`config.mk`:
```
export PLATFORM = sky130hd
export DESIGN_NAME = z380_bus_cycle_ctrl
export DESIGN_NICKNAME = d
export VERILOG_FILES = /design/src/rtl/z380_platform_pkg.sv /design/src/rtl/z380_wait_counter.sv /design/src/rtl/z380_bus_cycle_ctrl.sv
export SDC_FILE = /design/constraint.sdc
export NUM_CORES = 1
export LEC_CHECK = 0
export ABC_AREA = 1
export BUFFER_PORTS_ARGS = -buffer_cell sky130_fd_sc_hd__clkbuf_2
export CAP_MARGIN = 10
export CORE_ASPECT_RATIO = 1.75
export CORE_MARGIN = 2
export CORE_UTILIZATION = 40
export CTS_CLUSTER_SIZE = 25
export DETAILED_ROUTE_END_ITERATION = 8
export PLACE_DENSITY_LB_ADDON = 0.15
export RECOVER_POWER = 100
export REMOVE_ABC_BUFFERS = 1
export SYNTH_ARGS = -nofsm -noshare
export SYNTH_HDL_FRONTEND = slang
export SYNTH_SLANG_ARGS = --single-unit
export TNS_END_PERCENT = 10
```
`constraint.sdc`:
```
create_clock -name clk -period 2.4 [get_ports clk]
set_clock_uncertainty 0.1 [all_clocks]
set_input_delay 0.72 -clock clk [delete_from_list [all_inputs] [get_ports clk]]
set_output_delay 0.72 -clock clk [all_outputs]
set_load 0.05 [all_outputs]
```
`src/rtl/z380_platform_pkg.sv`:
```
// rtl/z380_platform_pkg.sv - shared types and constants for the Z380 external bus slice
package z380_platform_pkg;

  typedef enum logic [2:0] {
    IDLE   = 3'd0,
    DECODE = 3'd1,
    SETUP  = 3'd2,
    STROBE = 3'd3,
    HOLD   = 3'd4,
    RESP   = 3'd5
  } bus_state_e;

  localparam int SETUP_CYCLES = 1;
  localparam int HOLD_CYCLES  = 1;

endpackage

```
`src/rtl/z380_wait_counter.sv`:
```
// rtl/z380_wait_counter.sv - programmed wait states plus WAIT_n extension and timeout
module z380_wait_counter #(
  parameter int TIMEOUT_CYCLES = 256
) (
  input  logic       clk,
  input  logic       rst,
  input  logic       load,
  input  logic [3:0] wait_states,
  input  logic       active,
  input  logic       wait_n,
  output logic       done,
  output logic       timeout
);

  localparam int EXT_W = $clog2(TIMEOUT_CYCLES + 1);
  localparam logic [EXT_W-1:0] EXT_MAX = EXT_W'(TIMEOUT_CYCLES);

  logic [3:0]       cnt_q;
  logic [EXT_W-1:0] ext_q;
  logic             prog_done;

  // Count down programmed waits, then count granted WAIT_n extension cycles (saturating).
  always_ff @(posedge clk) begin
    if (rst) begin
      cnt_q <= '0;
      ext_q <= '0;
    end else if (load) begin
      cnt_q <= wait_states;
      ext_q <= '0;
    end else if (active) begin
      if (cnt_q != 4'd0) begin
        cnt_q <= cnt_q - 4'd1;
      end else if (!wait_n && ext_q != EXT_MAX) begin
        ext_q <= ext_q + 1'b1;
      end
    end
  end

  assign prog_done = (cnt_q == 4'd0);
  // The cycle in which ext_q already equals the limit is the last granted extension.
  assign done      = active && prog_done && wait_n;
  assign timeout   = active && prog_done && !wait_n && (ext_q == EXT_MAX);

endmodule

```
`src/rtl/z380_bus_cycle_ctrl.sv`:
```
// rtl/z380_bus_cycle_ctrl.sv - external bus cycle sequencer behind the chip-select decoder
module z380_bus_cycle_ctrl
  import z380_platform_pkg::*;
#(
  parameter int ADDR_W         = 32,
  parameter int DATA_W         = 16,
  parameter int RANGE_COUNT    = 4,
  parameter int INDEX_W        = (RANGE_COUNT < 2) ? 1 : $clog2(RANGE_COUNT),
  parameter int TIMEOUT_CYCLES = 256
) (
  input  logic                   clk,
  input  logic                   rst,
  input  logic                   req_valid,
  output logic                   req_ready,
  input  logic [ADDR_W-1:0]      req_addr,
  input  logic                   req_write,
  input  logic [DATA_W-1:0]      req_wdata,
  input  logic [DATA_W/8-1:0]    req_be,
  output logic                   rsp_valid,
  input  logic                   rsp_ready,
  output logic [DATA_W-1:0]      rsp_rdata,
  output logic                   rsp_fault,
  output logic                   cs_addr_valid,
  output logic [ADDR_W-1:0]      cs_addr,
  input  logic                   cs_any,
  input  logic [INDEX_W-1:0]     cs_index,
  input  logic [3:0]             cs_wait_profile,
  output logic [ADDR_W-1:0]      ext_addr,
  output logic [RANGE_COUNT-1:0] ext_cs_n,
  output logic                   ext_rd_n,
  output logic                   ext_wr_n,
  output logic [DATA_W/8-1:0]    ext_be_n,
  output logic [DATA_W-1:0]      ext_wdata,
  output logic                   ext_data_oe,
  input  logic [DATA_W-1:0]      ext_rdata,
  input  logic                   ext_wait_n
);

  localparam int BE_W = DATA_W / 8;

  bus_state_e       state_q;
  logic [ADDR_W-1:0] addr_q;
  logic             write_q;
  logic [DATA_W-1:0] wdata_q;
  logic [BE_W-1:0]  be_q;
  logic [3:0]       wprof_q;
  logic [DATA_W-1:0] rdata_q;
  logic             fault_q;
  logic             wc_done;
  logic             wc_timeout;
  logic [RANGE_COUNT-1:0] cs_onehot;

  assign req_ready     = (state_q == IDLE);
  assign cs_addr_valid = (state_q == DECODE);
  assign cs_addr       = addr_q;
  assign cs_onehot     = RANGE_COUNT'(1) << cs_index;

  z380_wait_counter #(
    .TIMEOUT_CYCLES(TIMEOUT_CYCLES)
  ) u_wait_counter (
    .clk         (clk),
    .rst         (rst),
    .load        (state_q == SETUP),
    .wait_states (wprof_q),
    .active      (state_q == STROBE),
    .wait_n      (ext_wait_n),
    .done        (wc_done),
    .timeout     (wc_timeout)
  );

  // Bus cycle sequencer; every ext_* and rsp_* output is a register updated here.
  always_ff @(posedge clk) begin
    if (rst) begin
      state_q     <= IDLE;
      addr_q      <= '0;
      write_q     <= 1'b0;
      wdata_q     <= '0;
      be_q        <= '0;
      wprof_q     <= '0;
      rdata_q     <= '0;
      fault_q     <= 1'b0;
      ext_addr    <= '0;
      ext_cs_n    <= '1;
      ext_rd_n    <= 1'b1;
      ext_wr_n    <= 1'b1;
      ext_be_n    <= '1;
      ext_wdata   <= '0;
      ext_data_oe <= 1'b0;
      rsp_valid   <= 1'b0;
      rsp_rdata   <= '0;
      rsp_fault   <= 1'b0;
    end else begin
      case (state_q)
        IDLE: begin
          if (req_valid) begin
            addr_q  <= req_addr;
            write_q <= req_write;
            wdata_q <= req_wdata;
            be_q    <= req_be;
            state_q <= DECODE;
          end
        end
        DECODE: begin
          if (!cs_any) begin
            // Unmapped: no bus activity; the response is raised on the following cycle.
            rsp_fault <= 1'b1;
            rsp_rdata <= '0;
            state_q   <= RESP;
          end else begin
            wprof_q  <= cs_wait_profile;
            ext_cs_n <= ~cs_onehot;
            ext_addr <= addr_q;
            ext_be_n <= ~be_q;
            if (write_q) begin
              ext_wdata   <= wdata_q;
              ext_data_oe <= 1'b1;
            end
            rdata_q <= '0;
            fault_q <= 1'b0;
            state_q <= SETUP;
          end
        end
        SETUP: begin
          ext_rd_n <= write_q;
          ext_wr_n <= !write_q;
          state_q  <= STROBE;
        end
        STROBE: begin
          if (wc_done) begin
            if (!write_q) begin
              rdata_q <= ext_rdata;
            end
            ext_rd_n <= 1'b1;
            ext_wr_n <= 1'b1;
            state_q  <= HOLD;
          end else if (wc_timeout) begin
            fault_q  <= 1'b1;
            rdata_q  <= '0;
            ext_rd_n <= 1'b1;
            ext_wr_n <= 1'b1;
            state_q  <= HOLD;
          end
        end
        HOLD: begin
          ext_cs_n    <= '1;
          ext_be_n    <= '1;
          ext_data_oe <= 1'b0;
          rsp_valid   <= 1'b1;
          rsp_rdata   <= rdata_q;
          rsp_fault   <= fault_q;
          state_q     <= RESP;
        end
        RESP: begin
          if (!rsp_valid) begin
            rsp_valid <= 1'b1;
          end else if (rsp_ready) begin
            rsp_valid <= 1'b0;
            rsp_rdata <= '0;
            rsp_fault <= 1'b0;
            state_q   <= IDLE;
          end
        end
        default: state_q <= IDLE;
      endcase
    end
  end

endmodule

```
Word level (Yosys, flattened, before mapping)
Index checks and enable logic that the tools add are counted.

cells by class
  multiplexer cells = 40
  reduce and logical (&&, ||, !) cells = 29
  add/sub/neg operators = 2
  bitwise logic cells = 3
  shift-type cells = 1
  equality and inequality tests = 17

operators by type and width
  cell                                                             number
  16-bit two-way mux                                               7
  16-bit case mux with 3 select lines                              1
  16-bit case mux with 2 select lines                              1
  3-bit two-way mux                                                6
  3-bit case mux with 6 select lines                               1
  4-bit two-way mux                                                4
  4-bit AND reduction                                              4
  2-bit != test, second input constant                             6
  1-bit two-way mux                                                11
  1-bit case mux with 2 select lines                               5
  2-bit AND reduction                                              5
  2-bit nonzero test                                               5
  9-bit by 1-bit adder with 9-bit output, second input constant    1
  9-bit == test, second input constant                             1
  9-bit != test, second input constant                             1
  3-bit AND reduction                                              3
  4-bit case mux with 2 select lines                               1
  3-bit by 2-bit == test with 1-bit output, second input constant  2
  3-bit == test, second input constant                             2
  3-bit != test, second input constant                             2
  1-bit logical AND                                                5
  4-bit zero test                                                  1
  2-bit by 1-bit != test with 1-bit output, second input constant  2
  4-bit NOT                                                        1
  13 further kinds                                                 14

word-level totals
  input bits = 79
  output and inout bits = 109
  register bits after elaboration = 163
  word-level logic and storage cells = 112

Longest topological paths before layout
Gate-level depths: netlist (run 1).

  depth after elaboration = 7
  gate-level depth with buffers = 12
  gate-level depth less buffers = 11

Modules after synthesis
From an unflattened synthesis (run 1), not the netlist that was laid out.

second synthesis, totals
  cell total of the unflattened synthesis = 881
  area, all modules = 6586.3 sq um

by module, submodules not included
  module               area an instance (sq um)  times used  seq. area each (sq um)  cells each
  z380_bus_cycle_ctrl  5700.5                    1           3002.9                  738
  z380_wait_counter    885.8                     1           260.2                   143

Least setup slack after synthesis (run 1)
OpenSTA, ideal clock, no wires.

  kind = reg2out
  from = register state_q[1]
  to = output port req_ready
  buffers on the path = 2
  required time = 1.580 ns
  data arrival time = 1.363 ns
  stages on the path, launching flop included = 6
  path slack = 0.217 ns
  cell sequence = dfxtp_1 nor2_1 nand2_1 inv_2 buf_2 buf_1

on the way
  cells in the longest elaborated chain, start to end = 1

RTL lines
  what                      RTL line                    source
  start: declaration        z380_bus_cycle_ctrl.sv:41   bus_state_e state_q;
  start signal: assignment  z380_bus_cycle_ctrl.sv:74   state_q <= IDLE;
  start signal: assignment  z380_bus_cycle_ctrl.sv:100  state_q <= DECODE;
  start signal: assignment  z380_bus_cycle_ctrl.sv:108  state_q <= RESP;
  3-bit zero test           z380_bus_cycle_ctrl.sv:53   assign req_ready = (state_q == IDLE);
  end: declaration          z380_bus_cycle_ctrl.sv:14   output logic req_ready,

Every way passes these cells.

Worst setup path after layout (run 1)
  from = register state_q[0]
  to = output port cs_addr_valid

on the way
  cells in the longest elaborated chain, start to end = 1

RTL lines
  what                                      RTL line                   source
  3-bit by 1-bit == test with 1-bit output  z380_bus_cycle_ctrl.sv:54  assign cs_addr_valid = (state_q == DECODE);
  end: declaration                          z380_bus_cycle_ctrl.sv:23  output logic cs_addr_valid,

Every way passes these cells.

==> flow_metrics.tcl, run 1 <==
set metrics [dict create \
    pwr-share-clk 0.302 \
    switchingPower_mw 3.78 \
    worst_ep_arrival_time_ns 1.49 \
    final_area_um2 7650 \
    postCtsHoldBufs 0 \
    routed_via_density 4.96 \
    cpPeakStageDelay_ns 0.39 \
    worst_hold_slack_ns 0.353 \
    critPathCaptureType "primary output" \
    ys_seq_area_frac 0.532 \
    final_util 0.513 \
    cts.sinks 163 \
    grt.total_usage 0.195 \
    routed_wl_um 16200 \
    ys_types 29 \
    p_seq_frac 0.368 \
    synth-edff-count 0 \
    slew_headroom 0.494 \
    synth-main-ff-cell "dfxtp_1" \
    syn_inst 768 \
    power_density_nw_per_um2 1190 \
    wire_per_inst_um 14.2 \
    clock.fmax_ghz 0.433 \
    fp-row-count 59 \
    setup_violations 0 \
    ios 188 \
    cts-resized-gates 0 \
    placed_area_um2 7240 \
    numCtsBuffers 17 \
    grt_max_degree 83 \
    mostFrequentLayoutCells "dfxtp_1 (163), nand2_1 (140), a21oi_1 (138)" \
    critical_path.cell_chain "inv_2 -> nor2_4 -> nand2_2 -> inv_1 -> clkbuf_4" \
    cpLargestDelayFamily "buffers and inverters" \
    root_buffer "clkbuf_16" \
    crit_required_ns 1.58 \
    port_buffers 187 \
    clock_path_buffers 2 \
    clk_pin_slew_ns 0.07 \
    finalPower_mw 9.12 \
    status "finished, final reports clean" \
    vdd_drop_max_v 0.000554 \
    sw_frac_of_total 0.414 \
    cp-start-kind "flop" \
    hold_path_class "reg -> reg" \
    layout_commonest_cell "dfxtp_1" \
    drc 0 \
    p_leak_nw 3.00 \
    cp_max_fo 4 \
    yosys_warnings 0 \
    period_share 0.963 \
    drive_gt1_frac 0.148 \
    syn_area_per_cell_um2 7.99 \
    dieHeight_um 168 \
    drtIter0Drc 191 \
    place_congestion 0.811 \
    area_growth_syn_to_layout_pct 24.7 \
    core_um2 14900 \
    netlist_area_um2 6130 \
    grt_pass1_vias 5349 \
    n_antenna_cell 0 \
    hold_viol 0 \
    rsz0062_at_grt "no" \
    fin_tns_setup_ns 0 \
    clk_latency_ns 0.42 \
    initial_core_util 0.411 \
    cpMaxStageDelayCell "dfxtp_1" \
    fin_crit_ns 2.31 \
    ys_ff_latch 163 \
    fin_nets 1023 \
    grt-ovfl-total 0 \
    grt_pass1_wl_um 26000 \
    cts_tree "built" \
    dr.pass1.iters 5 \
    postCtsSetupRepairBufs 0 \
    path_class "reg -> out" \
    cp.buffers_inverters 3 \
    reg2reg_slack_ns 0.29 \
    cts-htree-levels 4 \
    timing.final.max_slew_violations 0 \
    grt_antenna_before_repair 0 \
    vias 5636 \
    async_flop_share 0 \
    maxCapViolCount 0 \
    worst_slew_pin_slew_ns 0.759 \
    power.share.combinational 0.330 \
    dp_hpwl_um 11100 \
    die_w_um 97.6 \
    p_int_mw 5.34 \
    die_area_um2 16400 \
    antenna_left 0 \
]
-- path summary, 6_finish.rpt --
check | startpoint | to | depth (start not counted)
max reg2reg | state_q[2] | cs_addr[9] | 7
min | rsp_fault | rsp_fault | 2
min reg2reg | rsp_fault | rsp_fault | 2
max | state_q[0] | cs_addr_valid | 5
-- final cells by class --
type	instances	area (um2)
inverters	59	224
repair buffers	202	942
fillers	1551	7260
multi-input cells	497	2400
clock inverters	14	166
clock buffers	18	429
flip-flops and latches	163	3260
well taps	183	229
-- stage by stage --
| stage | std cells | worst slack (ns) |
|---|---|---|
| finish | 1136 | 0.0898 |
| global route | 1136 | 0.0120 |
| CTS | 1136 | 0.0240 |
| detailed placement | 1104 | 0.247 |
| global placement | 1104 | 0.294 |
| floorplan | 719 | -0.255 |
-- kinds of logic (layout without fill, tap and decap cells) --
| group | count (synthesis) | count (layout) | synth area share |
|---|---|---|---|
| flops | 163 | 163 | 0.532 |
| xor+xnor | 5 | 5 | 0.00714 |
| compound gates | 223 | 223 | 0.194 |
| simple gates | 265 | 265 | 0.186 |
| fa+ha+maj | 4 | 4 | 0.00816 |
| buf+inv | 108 | 293 | 0.0722 |
-- synth_stat cells, types with 4 or more instances --
| library cell | number | share of area |
|---|---|---|
| clkbuf_1 | 30 | 0.018 |
| nor2_1 | 43 | 0.026 |
| a21oi_1 | 131 | 0.11 |
| buf_2 | 15 | 0.012 |
| nand4_1 | 6 | 0.0061 |
| a21oi_2 | 9 | 0.013 |
| nand2_2 | 11 | 0.011 |
| dfxtp_1 | 163 | 0.53 |
| o21ai_0 | 70 | 0.057 |
| nand3_1 | 59 | 0.048 |
| inv_1 | 56 | 0.034 |
| nand2_1 | 138 | 0.084 |
| o211ai_1 | 5 | 0.0061 |
| xor2_1 | 4 | 0.0057 |
| ha_1 | 4 | 0.0082 |
-- tightest hold or removal path, cell delays in order, from the launching register on --
cell and delay, ns:
dfxtp_1 0.31, inv_1 0.05, a21oi_1 0.05
-- power groups by stage --
stage	clock network, mW	registers (mW)	logic (mW)
floorplan	0	4.46	1.13
global placement	0	3.41	3.14
detailed placement	0	3.42	3.14
CTS	2.82	3.36	3.15
global route	2.92	3.41	3.26
finish	2.76	3.36	3.01
-- layer usage --
| layer | GRT usage | share of wire | vias to the layer above |
|---|---|---|---|
| met5 | 0 | 0 | - |
| met4 | 0.0670 | 0.021 | 0 |
| met3 | 0.0486 | 0.049 | 22 |
| met2 | 0.344 | 0.52 | 146 |
| met1 | 0.228 | 0.41 | 2579 |
| li1 | - | - | 2889 |
-- state kept, by name, indices dropped and copies added (netlist names), 9 cells and up --
register	count
cs_addr	32
ext_addr	32
ext_wdata	16
wdata_q	16
rsp_rdata	16
u_wait_counter.ext_q	9
rdata_q	16
Power figures use the tool's default switching activity.
==> run 2, diff against run 1 <==
- CTS_BUF_LIST: unset -> sky130_fd_sc_hd__clkbuf_4
==> run 2 against run 1 <==
First-iteration DRC count increased by 2.1%; final area is 1.1% lower; setup slack gained 0.018 ns; global-route usage about the same; critical path depth down 1; largest power group unchanged.
==> flow_metrics.tcl, run 2 (synthesis gave the netlist of run 1 again) <==
set metrics [dict create \
    power_density_nw_per_um2 1090 \
    fin_ws_ns 0.108 \
    p_leak_nw 3.25 \
    area_growth_syn_to_layout_pct 23.3 \
    clk_pin_slew_ns 0.16 \
    vdd_drop_max_v 0.000475 \
    slew_headroom 0.485 \
    cts-htree-levels 4 \
    grt_pass1_vias 5285 \
    worst_hold_slack_ns 0.277 \
    grt_antenna_before_repair 1 \
    worst_slew_pin_slew_ns 0.772 \
    grt_pass1_wl_um 26000 \
    grt.total_usage 0.195 \
    hold_depth 3 \
    dpl_worst_slack_ns 0.247 \
    clock_path_buffers 2 \
    final_util 0.507 \
    finalPower_mw 8.25 \
    port_buffers 187 \
    grt-ovfl-total 0 \
    reg2reg_slack_ns 0.27 \
    setup.worst_path.start "state_q[1]" \
    drive_gt1_frac 0.275 \
    cts.sinks 163 \
    cts_tree "built" \
    worst_ep_arrival_time_ns 1.47 \
    wire_per_inst_um 14.2 \
    critPathCaptureType "primary output" \
    placed_area_um2 7240 \
    fin_nets 1024 \
    grt_max_degree 83 \
    rr_endpoint "cs_addr[17]" \
    root_buffer "clkbuf_4" \
    clk_latency_ns 0.54 \
    antenna_left 0 \
    period_share 0.955 \
    drtIter0Drc 195 \
    dieHeight_um 168 \
    fin_crit_ns 2.29 \
    hold_path_class "in -> reg" \
    dr.pass1.iters 4 \
    worst_hold_path.endpoint "rdata_q[13]" \
    holdCritStartpoint "ext_rdata[13]" \
    cp-start-kind "flop" \
    timing.final.max_slew_violations 0 \
    layout_commonest_cell "clkbuf_2" \
    mostFrequentLayoutCells "clkbuf_2 (186), dfxtp_1 (162), nand2_1 (137)" \
    reg2regPathDepth 8 \
    path_class "reg -> out" \
    setup_violations 0 \
    initial_core_util 0.411 \
    crit_required_ns 1.58 \
    dp.cells 1104 \
    place_congestion 0.811 \
    die_area_um2 16400 \
    maxCapViolCount 0 \
    routed_via_density 4.97 \
    cp_max_fo 4 \
    stdcell_count 1138 \
    core_um2 14900 \
    fin_tns_setup_ns 0 \
    clock.fmax_ghz 0.436 \
    hold_viol 0 \
    drc 0 \
    worstReg2RegStart "state_q[1]" \
    routed_wl_um 16100 \
    status "finished, final reports clean" \
    final_area_um2 7560 \
    numCtsBuffers 17 \
    vias 5651 \
    fp-row-count 59 \
    fillerInstances 1534 \
    dp_hpwl_um 11100 \
    die_w_um 97.6 \
    ios 188 \
]
==> run 2: changes by cell type in the layout (fill, tap and decap cells not counted), moves of 2 or more <==
cell,delta
buf_4,+2
nand2_1,-3
clkbuf_1,-109
a21oi_1,-7
clkbuf_2,+107
clkbuf_16,-17
nand2_2,+3
clkbuf_4,+16
a21oi_2,+7
==> run 2: cell type report <==
cell class                 instances  area, um2  share of cell area
inverter                          59        224              0.0296
multi-input combinational        497       2420               0.320
clock inverter                    14        166              0.0220
timing repair buffer             203       1120               0.148
clock buffer                      18        135              0.0179
tap                              183        229              0.0303
antenna                            1       2.50            0.000331
sequential                       163       3270               0.432
==> run 2: how the worst max path moves through the flow <==
stage	end	cells after the start
floorplan	cs_addr[10]	6
global placement	rdata_q[12]	8
detailed placement	rdata_q[2]	8
CTS	cs_addr_valid	5
global route	req_ready	4
finish	req_ready	4
==> run 2: critical path, cell delays in order (launching register included) <==
cell and delay (ns):
dfxtp_1 0.39, nor2_1 0.15, nand2_2 0.11, inv_4 0.10, clkbuf_8 0.18
==> run 2: what timing repair did <==
action                     4_1_cts  5_1_grt
cloned                           0        0
gates resized for setup          7        3
setup buffers                    1        0
pin swaps                        0        0
hold buffers                     0        0
setup endpoints to repair        2        2
==> run 2: metal layers <==
metal / up-vias / share of wire / track usage / wire length [um]
li1: 2894 / - / - / -
met1: 2580 / 0.42 / 0.228 / 6720
met2: 145 / 0.51 / 0.345 / 8220
met3: 32 / 0.049 / 0.0469 / 788
met4: 0 / 0.025 / 0.0713 / 397
met5: - / 0 / 0 / 0
==> run 2: report_power, final <==
part | switching (mW) | internal (mW) | total, mW
logic | 2.40 | 0.780 | 3.18
registers | 0.227 | 3.13 | 3.36
clock network | 1.05 | 0.667 | 1.72
total | 3.67 | 4.58 | 8.25
